## src/rtl/spi_master_ctrl_if.sv

```systemverilog
// Host and serial-bus signal bundle for spi_master_ctrl.
//   master modport : the controller's view (host requests and miso in; status, rx word, SPI lines out)
//   slave modport  : the view of whatever drives the controller (host logic plus the SPI slave)
// Signals:
//   start    request a transfer (taken only while busy=0)
//   tx_data  word to send            ss_sel  slave index
//   cpol     SCK idle level          cpha    0: sample on leading edge, 1: on trailing edge
//   busy     transfer in progress    done    one-cycle end-of-transfer pulse
//   rx_data  last received word
//   sck/mosi/miso/nss  SPI lines (nss active-low, one line per slave)
interface spi_master_ctrl_if #(
  parameter int DATA_W = 8,
  parameter int NUM_SS = 2
);
  localparam int SS_W = (NUM_SS > 1) ? $clog2(NUM_SS) : 1;

  logic              start;
  logic [DATA_W-1:0] tx_data;
  logic [SS_W-1:0]   ss_sel;
  logic              cpol;
  logic              cpha;
  logic              busy;
  logic              done;
  logic [DATA_W-1:0] rx_data;
  logic              sck;
  logic              mosi;
  logic              miso;
  logic [NUM_SS-1:0] nss;

  modport master (
    input  start, tx_data, ss_sel, cpol, cpha, miso,
    output busy, done, rx_data, sck, mosi, nss
  );

  modport slave (
    output start, tx_data, ss_sel, cpol, cpha, miso,
    input  busy, done, rx_data, sck, mosi, nss
  );
endinterface

```

## src/rtl/spi_master_ctrl.sv

```systemverilog
// Parametrised SPI master. Divides clk down to SCK, asserts one of NUM_SS
// active-low selects, and shifts a DATA_W-bit word full-duplex in any of the
// four SPI modes (cpol/cpha latched per transfer), MSB- or LSB-first.
// Ports:
//   clk  system clock, all logic on posedge
//   rst  synchronous active-high reset
//   bus  spi_master_ctrl_if.master: start/tx_data/ss_sel/cpol/cpha/miso in,
//        busy/done/rx_data/sck/mosi/nss out (all outputs registered)
// Timing (accept at cycle T): LEAD for CLK_DIV cycles, SCK edge k lands at
// T+1+CLK_DIV*(k+1), TRAIL for CLK_DIV cycles, done at T+1+CLK_DIV*(2*DATA_W+1).
module spi_master_ctrl #(
  parameter int DATA_W    = 8,
  parameter int CLK_DIV   = 2,
  parameter int NUM_SS    = 2,
  parameter int LSB_FIRST = 0
) (
  input logic               clk,
  input logic               rst,
  spi_master_ctrl_if.master bus
);

  localparam int SS_W   = (NUM_SS > 1) ? $clog2(NUM_SS) : 1;
  localparam int CNT_W  = (CLK_DIV > 1) ? $clog2(CLK_DIV) : 1;
  localparam int EDGES  = 2 * DATA_W;
  localparam int EDGE_W = $clog2(EDGES);
  localparam logic [CNT_W-1:0]  CNT_LAST  = CNT_W'(CLK_DIV - 1);
  localparam logic [EDGE_W-1:0] EDGE_LAST = EDGE_W'(EDGES - 1);

  typedef enum logic [1:0] {IDLE, LEAD, XFER, TRAIL} state_t;

  state_t              state_q, state_n;
  logic [CNT_W-1:0]    cnt_q, cnt_n;
  logic [EDGE_W-1:0]   edge_q, edge_n;
  logic                sck_q, sck_n;
  logic                mosi_q, mosi_n;
  logic                busy_q, busy_n;
  logic                done_q, done_n;
  logic                cpol_q, cpol_n;
  logic                cpha_q, cpha_n;
  logic [NUM_SS-1:0]   nss_q, nss_n;
  logic [DATA_W-1:0]   rx_data_q, rx_data_n;
  logic [DATA_W-1:0]   tx_sr_q, tx_sr_n;
  logic [DATA_W-1:0]   rx_sr_q, rx_sr_n;

  // Bit that goes out next from a tx shift register.
  function automatic logic head_bit(input logic [DATA_W-1:0] w);
    return (LSB_FIRST != 0) ? w[0] : w[DATA_W-1];
  endfunction

  function automatic logic [DATA_W-1:0] tx_shift(input logic [DATA_W-1:0] w);
    return (LSB_FIRST != 0) ? (w >> 1) : (w << 1);
  endfunction

  // First received bit ends up at the MSB (or LSB when LSB_FIRST) after DATA_W shifts.
  function automatic logic [DATA_W-1:0] rx_shift(input logic [DATA_W-1:0] w, input logic b);
    return (LSB_FIRST != 0) ? {b, w[DATA_W-1:1]} : {w[DATA_W-2:0], b};
  endfunction

  // Out-of-range indices select nothing, so the transfer runs with all lines high.
  function automatic logic [NUM_SS-1:0] decode_nss(input logic [SS_W-1:0] sel);
    logic [NUM_SS-1:0] v;
    v = '1;
    for (int i = 0; i < NUM_SS; i++) begin
      if (int'(sel) == i) v[i] = 1'b0;
    end
    return v;
  endfunction

  always_comb begin
    state_n   = state_q;
    cnt_n     = cnt_q;
    edge_n    = edge_q;
    sck_n     = sck_q;
    mosi_n    = mosi_q;
    busy_n    = busy_q;
    done_n    = 1'b0;
    cpol_n    = cpol_q;
    cpha_n    = cpha_q;
    nss_n     = nss_q;
    rx_data_n = rx_data_q;
    tx_sr_n   = tx_sr_q;
    rx_sr_n   = rx_sr_q;

    case (state_q)
      IDLE: begin
        sck_n  = cpol_q;
        busy_n = 1'b0;
        nss_n  = '1;
        if (bus.start) begin
          state_n = LEAD;
          cnt_n   = '0;
          edge_n  = '0;
          busy_n  = 1'b1;
          nss_n   = decode_nss(bus.ss_sel);
          cpol_n  = bus.cpol;
          cpha_n  = bus.cpha;
          sck_n   = bus.cpol;
          rx_sr_n = '0;
          // cpha=0 needs the first bit valid before the first (sampling) edge.
          if (!bus.cpha) begin
            mosi_n  = head_bit(bus.tx_data);
            tx_sr_n = tx_shift(bus.tx_data);
          end else begin
            tx_sr_n = bus.tx_data;
          end
        end
      end

      LEAD, XFER: begin
        cnt_n = cnt_q + 1'b1;
        if (cnt_q == CNT_LAST) begin
          cnt_n  = '0;
          sck_n  = ~sck_q;
          edge_n = edge_q + 1'b1;
          // Even edges are leading; the sampling edge is leading when cpha=0.
          if (edge_q[0] == cpha_q) begin
            rx_sr_n = rx_shift(rx_sr_q, bus.miso);
          end else if (cpha_q || (edge_q != EDGE_LAST)) begin
            mosi_n  = head_bit(tx_sr_q);
            tx_sr_n = tx_shift(tx_sr_q);
          end
          state_n = (edge_q == EDGE_LAST) ? TRAIL : XFER;
        end
      end

      TRAIL: begin
        cnt_n = cnt_q + 1'b1;
        if (cnt_q == CNT_LAST) begin
          cnt_n     = '0;
          state_n   = IDLE;
          nss_n     = '1;
          busy_n    = 1'b0;
          done_n    = 1'b1;
          rx_data_n = rx_sr_q;
        end
      end

      default: state_n = IDLE;
    endcase
  end

  always_ff @(posedge clk) begin
    if (rst) begin
      state_q   <= IDLE;
      cnt_q     <= '0;
      edge_q    <= '0;
      sck_q     <= 1'b0;
      mosi_q    <= 1'b0;
      busy_q    <= 1'b0;
      done_q    <= 1'b0;
      cpol_q    <= 1'b0;
      nss_q     <= '1;
      rx_data_q <= '0;
    end else begin
      state_q   <= state_n;
      cnt_q     <= cnt_n;
      edge_q    <= edge_n;
      sck_q     <= sck_n;
      mosi_q    <= mosi_n;
      busy_q    <= busy_n;
      done_q    <= done_n;
      cpol_q    <= cpol_n;
      nss_q     <= nss_n;
      rx_data_q <= rx_data_n;
    end
  end

  // Shift registers and cpha are reloaded on every accept, so they carry no reset.
  always_ff @(posedge clk) begin
    tx_sr_q <= tx_sr_n;
    rx_sr_q <= rx_sr_n;
    cpha_q  <= cpha_n;
  end

  assign bus.busy    = busy_q;
  assign bus.done    = done_q;
  assign bus.rx_data = rx_data_q;
  assign bus.sck     = sck_q;
  assign bus.mosi    = mosi_q;
  assign bus.nss     = nss_q;

endmodule
```

## src/flat_wrapper.sv

```systemverilog
// flat-port wrapper written by rule: the top's interface ports become plain ports
module spi_master_ctrl_flat 
#(
  parameter int DATA_W    = 8,
  parameter int CLK_DIV   = 2,
  parameter int NUM_SS    = 2,
  parameter int LSB_FIRST = 0
)
  (clk, rst, bus_start, bus_tx_data, bus_ss_sel, bus_cpol, bus_cpha, bus_miso, bus_busy, bus_done, bus_rx_data, bus_sck, bus_mosi, bus_nss);
  spi_master_ctrl_if #(.DATA_W(DATA_W), .NUM_SS(NUM_SS)) bus_i ();
  input logic clk;
  input logic rst;
  input wire logic [$bits(bus_i.start)-1:0] bus_start;
  input wire logic [$bits(bus_i.tx_data)-1:0] bus_tx_data;
  input wire logic [$bits(bus_i.ss_sel)-1:0] bus_ss_sel;
  input wire logic [$bits(bus_i.cpol)-1:0] bus_cpol;
  input wire logic [$bits(bus_i.cpha)-1:0] bus_cpha;
  input wire logic [$bits(bus_i.miso)-1:0] bus_miso;
  output wire logic [$bits(bus_i.busy)-1:0] bus_busy;
  output wire logic [$bits(bus_i.done)-1:0] bus_done;
  output wire logic [$bits(bus_i.rx_data)-1:0] bus_rx_data;
  output wire logic [$bits(bus_i.sck)-1:0] bus_sck;
  output wire logic [$bits(bus_i.mosi)-1:0] bus_mosi;
  output wire logic [$bits(bus_i.nss)-1:0] bus_nss;
  assign bus_i.start = bus_start;
  assign bus_i.tx_data = bus_tx_data;
  assign bus_i.ss_sel = bus_ss_sel;
  assign bus_i.cpol = bus_cpol;
  assign bus_i.cpha = bus_cpha;
  assign bus_i.miso = bus_miso;
  assign bus_busy = bus_i.busy;
  assign bus_done = bus_i.done;
  assign bus_rx_data = bus_i.rx_data;
  assign bus_sck = bus_i.sck;
  assign bus_mosi = bus_i.mosi;
  assign bus_nss = bus_i.nss;
  spi_master_ctrl #(.DATA_W(DATA_W), .CLK_DIV(CLK_DIV), .NUM_SS(NUM_SS), .LSB_FIRST(LSB_FIRST)) u_core (.clk(clk), .rst(rst), .bus(bus_i));
endmodule
```

## config.mk

```make
export PLATFORM = sky130hd
export DESIGN_NAME = spi_master_ctrl_flat
export DESIGN_NICKNAME = d
export VERILOG_FILES = /design/src/rtl/spi_master_ctrl_if.sv /design/src/rtl/spi_master_ctrl.sv /design/src/flat_wrapper.sv
export SDC_FILE = /design/constraint.sdc
export NUM_CORES = 1
export LEC_CHECK = 0
export CORE_MARGIN = 2
export CORE_UTILIZATION = 40
export DETAILED_ROUTE_END_ITERATION = 8
export PLACE_DENSITY_LB_ADDON = 0.25
export RECOVER_POWER = 25
export SYNTH_ARGS = -nofsm -noshare
export SYNTH_HDL_FRONTEND = slang
export SYNTH_SLANG_ARGS = --single-unit
export TNS_END_PERCENT = 50
```

## constraint.sdc

```tcl
create_clock -name clk -period 3.3 [get_ports clk]
set_clock_uncertainty 0.1 [all_clocks]
set_input_delay 0.495 -clock clk [delete_from_list [all_inputs] [get_ports clk]]
set_output_delay 0.495 -clock clk [all_outputs]
set_load 0.01 [all_outputs]
```

==> results.toml <==
[clocking]
cts.sinks = 39
clock_path_buffers = 2
numCtsBuffers = 5
cts_root_buf = "clkbuf_8"
post_cts_buffers = 0
cts_tree = "done"
clock_latency_ns = 0.28
htree_num_levels = 2
cts_hold_buf = 0
cts_resized = 0
cts.clk_slew.worst_paths_ns = 0.07

[hold_path]
hp-class = "reg -> reg"
min_from = "u_core.bus.rx_data[1]$_SDFFE_PP0P_"

[critical_path]
cp_data_required_time_ns = 3.12
crit_type = "reg -> reg"
endpoint_kind = "register"
cp_slowest_cell = "ha_1"
reg2reg_from = "u_core.state_q[1]$_SDFFE_PP0P_"
cp_cell_sequence = "inv_1 -> ha_1 -> mux2_4 -> nand2_2 -> o22ai_1"
critical_path_arrival_ns = 2.39
cp-startpoint = "u_core.state_q[1]$_SDFFE_PP0P_"
crit_fanout = 18
critPathBufInv = 1
slowest_delay_ns = 0.62
r2r_slack_ns = 0.73
cp-start-kind = "register"
path_delay_family = "adder cells"

[run]
drv_cap = 0

[route]
finalWirelength_mm = 3.40
vias = 1325
firstDrtPassIters = 4
drcViolationCount = 0
drtAntennaViolNets = 0
avgViaCountPerCell = 5.14
drt_iter0_drc = 79
wl_per_cell_um = 13.2

[power]
p_int_mw = 1.04
p_sw_frac = 0.328
ir_drop_uv = 338
clockPowerShare = 0.193
power_frac_seq = 0.495
p_leak_nw = 0.822
power_density_nw_per_um2 = 720
p_switching_mw = 0.507
p_comb_frac = 0.312

[global_route]
antenna_found_initial = 0
grt_pass1_wl_mm = 5.98
grt_pass1_vias = 1343
track_usage = 0.153
grt_max_degree = 20
gr-total-overflow = 0

[layout]
nNetsFinal = 225
fin_area_um2 = 2140
final_util = 0.499
areaGrowthSynthToFinish_pct = 21.2
drive_above_1_share = 0.0485
antennaDiodeCount = 0

[floorplan]
fp.dieW_um = 70.5
ios = 29
dieArea_um2 = 4960
start_util = 0.411
rows = 24
fp.dieH_um = 70.5
coreArea_um2 = 4290

[logic_synthesis]
synth-seq-cells = 39
synth_cells = 179
synth_fp_nets = 199
synth_cell_type_count = 34
yosysSeqAreaShare = 0.538
syn-cell-area_um2 = 1770
yosys_warnings = 0
synth_top_flop_cell = "dfxtp_1"
postSynthAreaPerCell_um2 = 9.87
synth-async-reset-ratio = 0
synth_edf_count = 17

[placed_design]
gp_congestion = 0.893
portBuffers = 28
placed_area_um2 = 2060
dp_hpwl_mm = 2.50
place_ws_ns = 0.682

[sta]
worst_pin_slew_ns = 0.767
setup_viol = 0
fin_setup_tns_ns = 0
slew_headroom = 0.489
hold_ws_ns = 0.354
hold_viol = 0
fmaxAchievable_mhz = 389
rsz0062_at_grt = "no"
final.period_utilization = 0.778
layout_setup_ws_ns = 0.731
slew_violations = 0
fin_crit_ns = 2.57

[run_status]
status = "completed"
state kept, by name (all words and copies together) (netlist names):
| signal | flops |
|---|---|
| u_core.bus.nss | 2 |
| u_core.cnt_q | 1 |
| u_core.bus.mosi | 1 |
| u_core.rx_sr_q | 8 |
| u_core.bus.sck | 1 |
| u_core.bus.done | 1 |
| u_core.state_q | 2 |
| u_core.edge_q | 4 |
| u_core.cpha_q | 1 |
| u_core.bus.rx_data | 8 |
| u_core.cpol_q | 1 |
| u_core.tx_sr_q | 8 |
| u_core.bus.busy | 1 |
worst min-delay path, stage by stage, from the launching register on:
cell and delay (ns):
dfxtp_1 0.31, nand2_1 0.05, a21oi_1 0.05
final timing paths:
path                                                      endpoint  depth (start not counted)
worst max-delay path               u_core.rx_sr_q[6]$_SDFFCE_PN0P_                          5
worst min-delay path            u_core.bus.rx_data[1]$_SDFFE_PP0P_                          2
worst max register to register     u_core.rx_sr_q[6]$_SDFFCE_PN0P_                          5
worst min register to register  u_core.bus.rx_data[1]$_SDFFE_PP0P_                          2
cell usage in the layout (no fill, tap or decap), drive strengths merged, types with 6 or more instances in the layout:
master         count
clkbuf             6
mux2i             10
clkdlybuf4s50     25
dfxtp             22
a21oi             12
nand2             34
nor2              12
o21ai             13
and2               9
edfxtp            17
inv                8
logic make-up (layout without fill, tap and decap cells):
| family | count (synthesis) | after routing | share of synthesized area |
|---|---|---|---|
| DFF | 39 | 39 | 0.538 |
| buffers and inverters | 18 | 45 | 0.0496 |
| adders and majority gates | 5 | 5 | 0.0354 |
| muxes | 11 | 11 | 0.0652 |
| and+or+nand+nor | 69 | 69 | 0.185 |
| AOI/OAI and AO/OA | 35 | 35 | 0.117 |
| xor gates and xnor gates | 2 | 2 | 0.00992 |
synthesized netlist by cell type, types with 2 or more instances:
| cell type | instances | area share |
|---|---|---|
| buf_6 | 2 | 0.013 |
| buf_2 | 4 | 0.011 |
| inv_1 | 8 | 0.017 |
| nand2_2 | 2 | 0.0071 |
| clkbuf_1 | 4 | 0.0085 |
| nand3_1 | 2 | 0.0057 |
| nand2_1 | 32 | 0.068 |
| a21oi_1 | 12 | 0.034 |
| and2_1 | 9 | 0.032 |
| and3_1 | 2 | 0.0071 |
| nand2b_1 | 3 | 0.011 |
| a21o_1 | 2 | 0.0085 |
| nor2_1 | 12 | 0.025 |
| ha_1 | 5 | 0.035 |
| o21ai_0 | 13 | 0.037 |
| dfxtp_1 | 22 | 0.25 |
| nand4_1 | 2 | 0.0071 |
| xor2_1 | 2 | 0.0099 |
| edfxtp_1 | 17 | 0.29 |
| mux2i_1 | 10 | 0.057 |
metal layers:
metal | part of all wire | track usage
met1 | 0.43 | 0.174
met2 | 0.51 | 0.262
met3 | 0.057 | 0.0519
met4 | 0.0050 | 0.0598
met5 | 0 | 0
cell type report:
cell class	instances	area [µm²]
clock inverters	2	7.51
fillers	395	2150
inverters	8	30.0
clock buffers	6	72.6
multi-input cells	122	728
well taps	52	65.1
flip-flops and latches	39	951
repair buffers	29	288
power groups by stage:
stage                     Combinational [mW]  Clock [mW]  Sequential (mW)
after floorplan                        0.376           0            0.750
after global placement                 0.469           0            0.772
after detailed placement               0.483           0            0.772
after CTS                              0.485       0.310            0.764
after global routing                   0.541       0.327            0.783
final                                  0.481       0.297            0.763
stage by stage:
stage,std cells,power [mW]
6_report,258,1.54
5_1_grt,258,1.65
4_1_cts,258,1.56
3_5_place_dp,250,1.26
3_3_place_gp,250,1.24
2_1_floorplan,179,1.13
(Power assumes the default switching activity.)
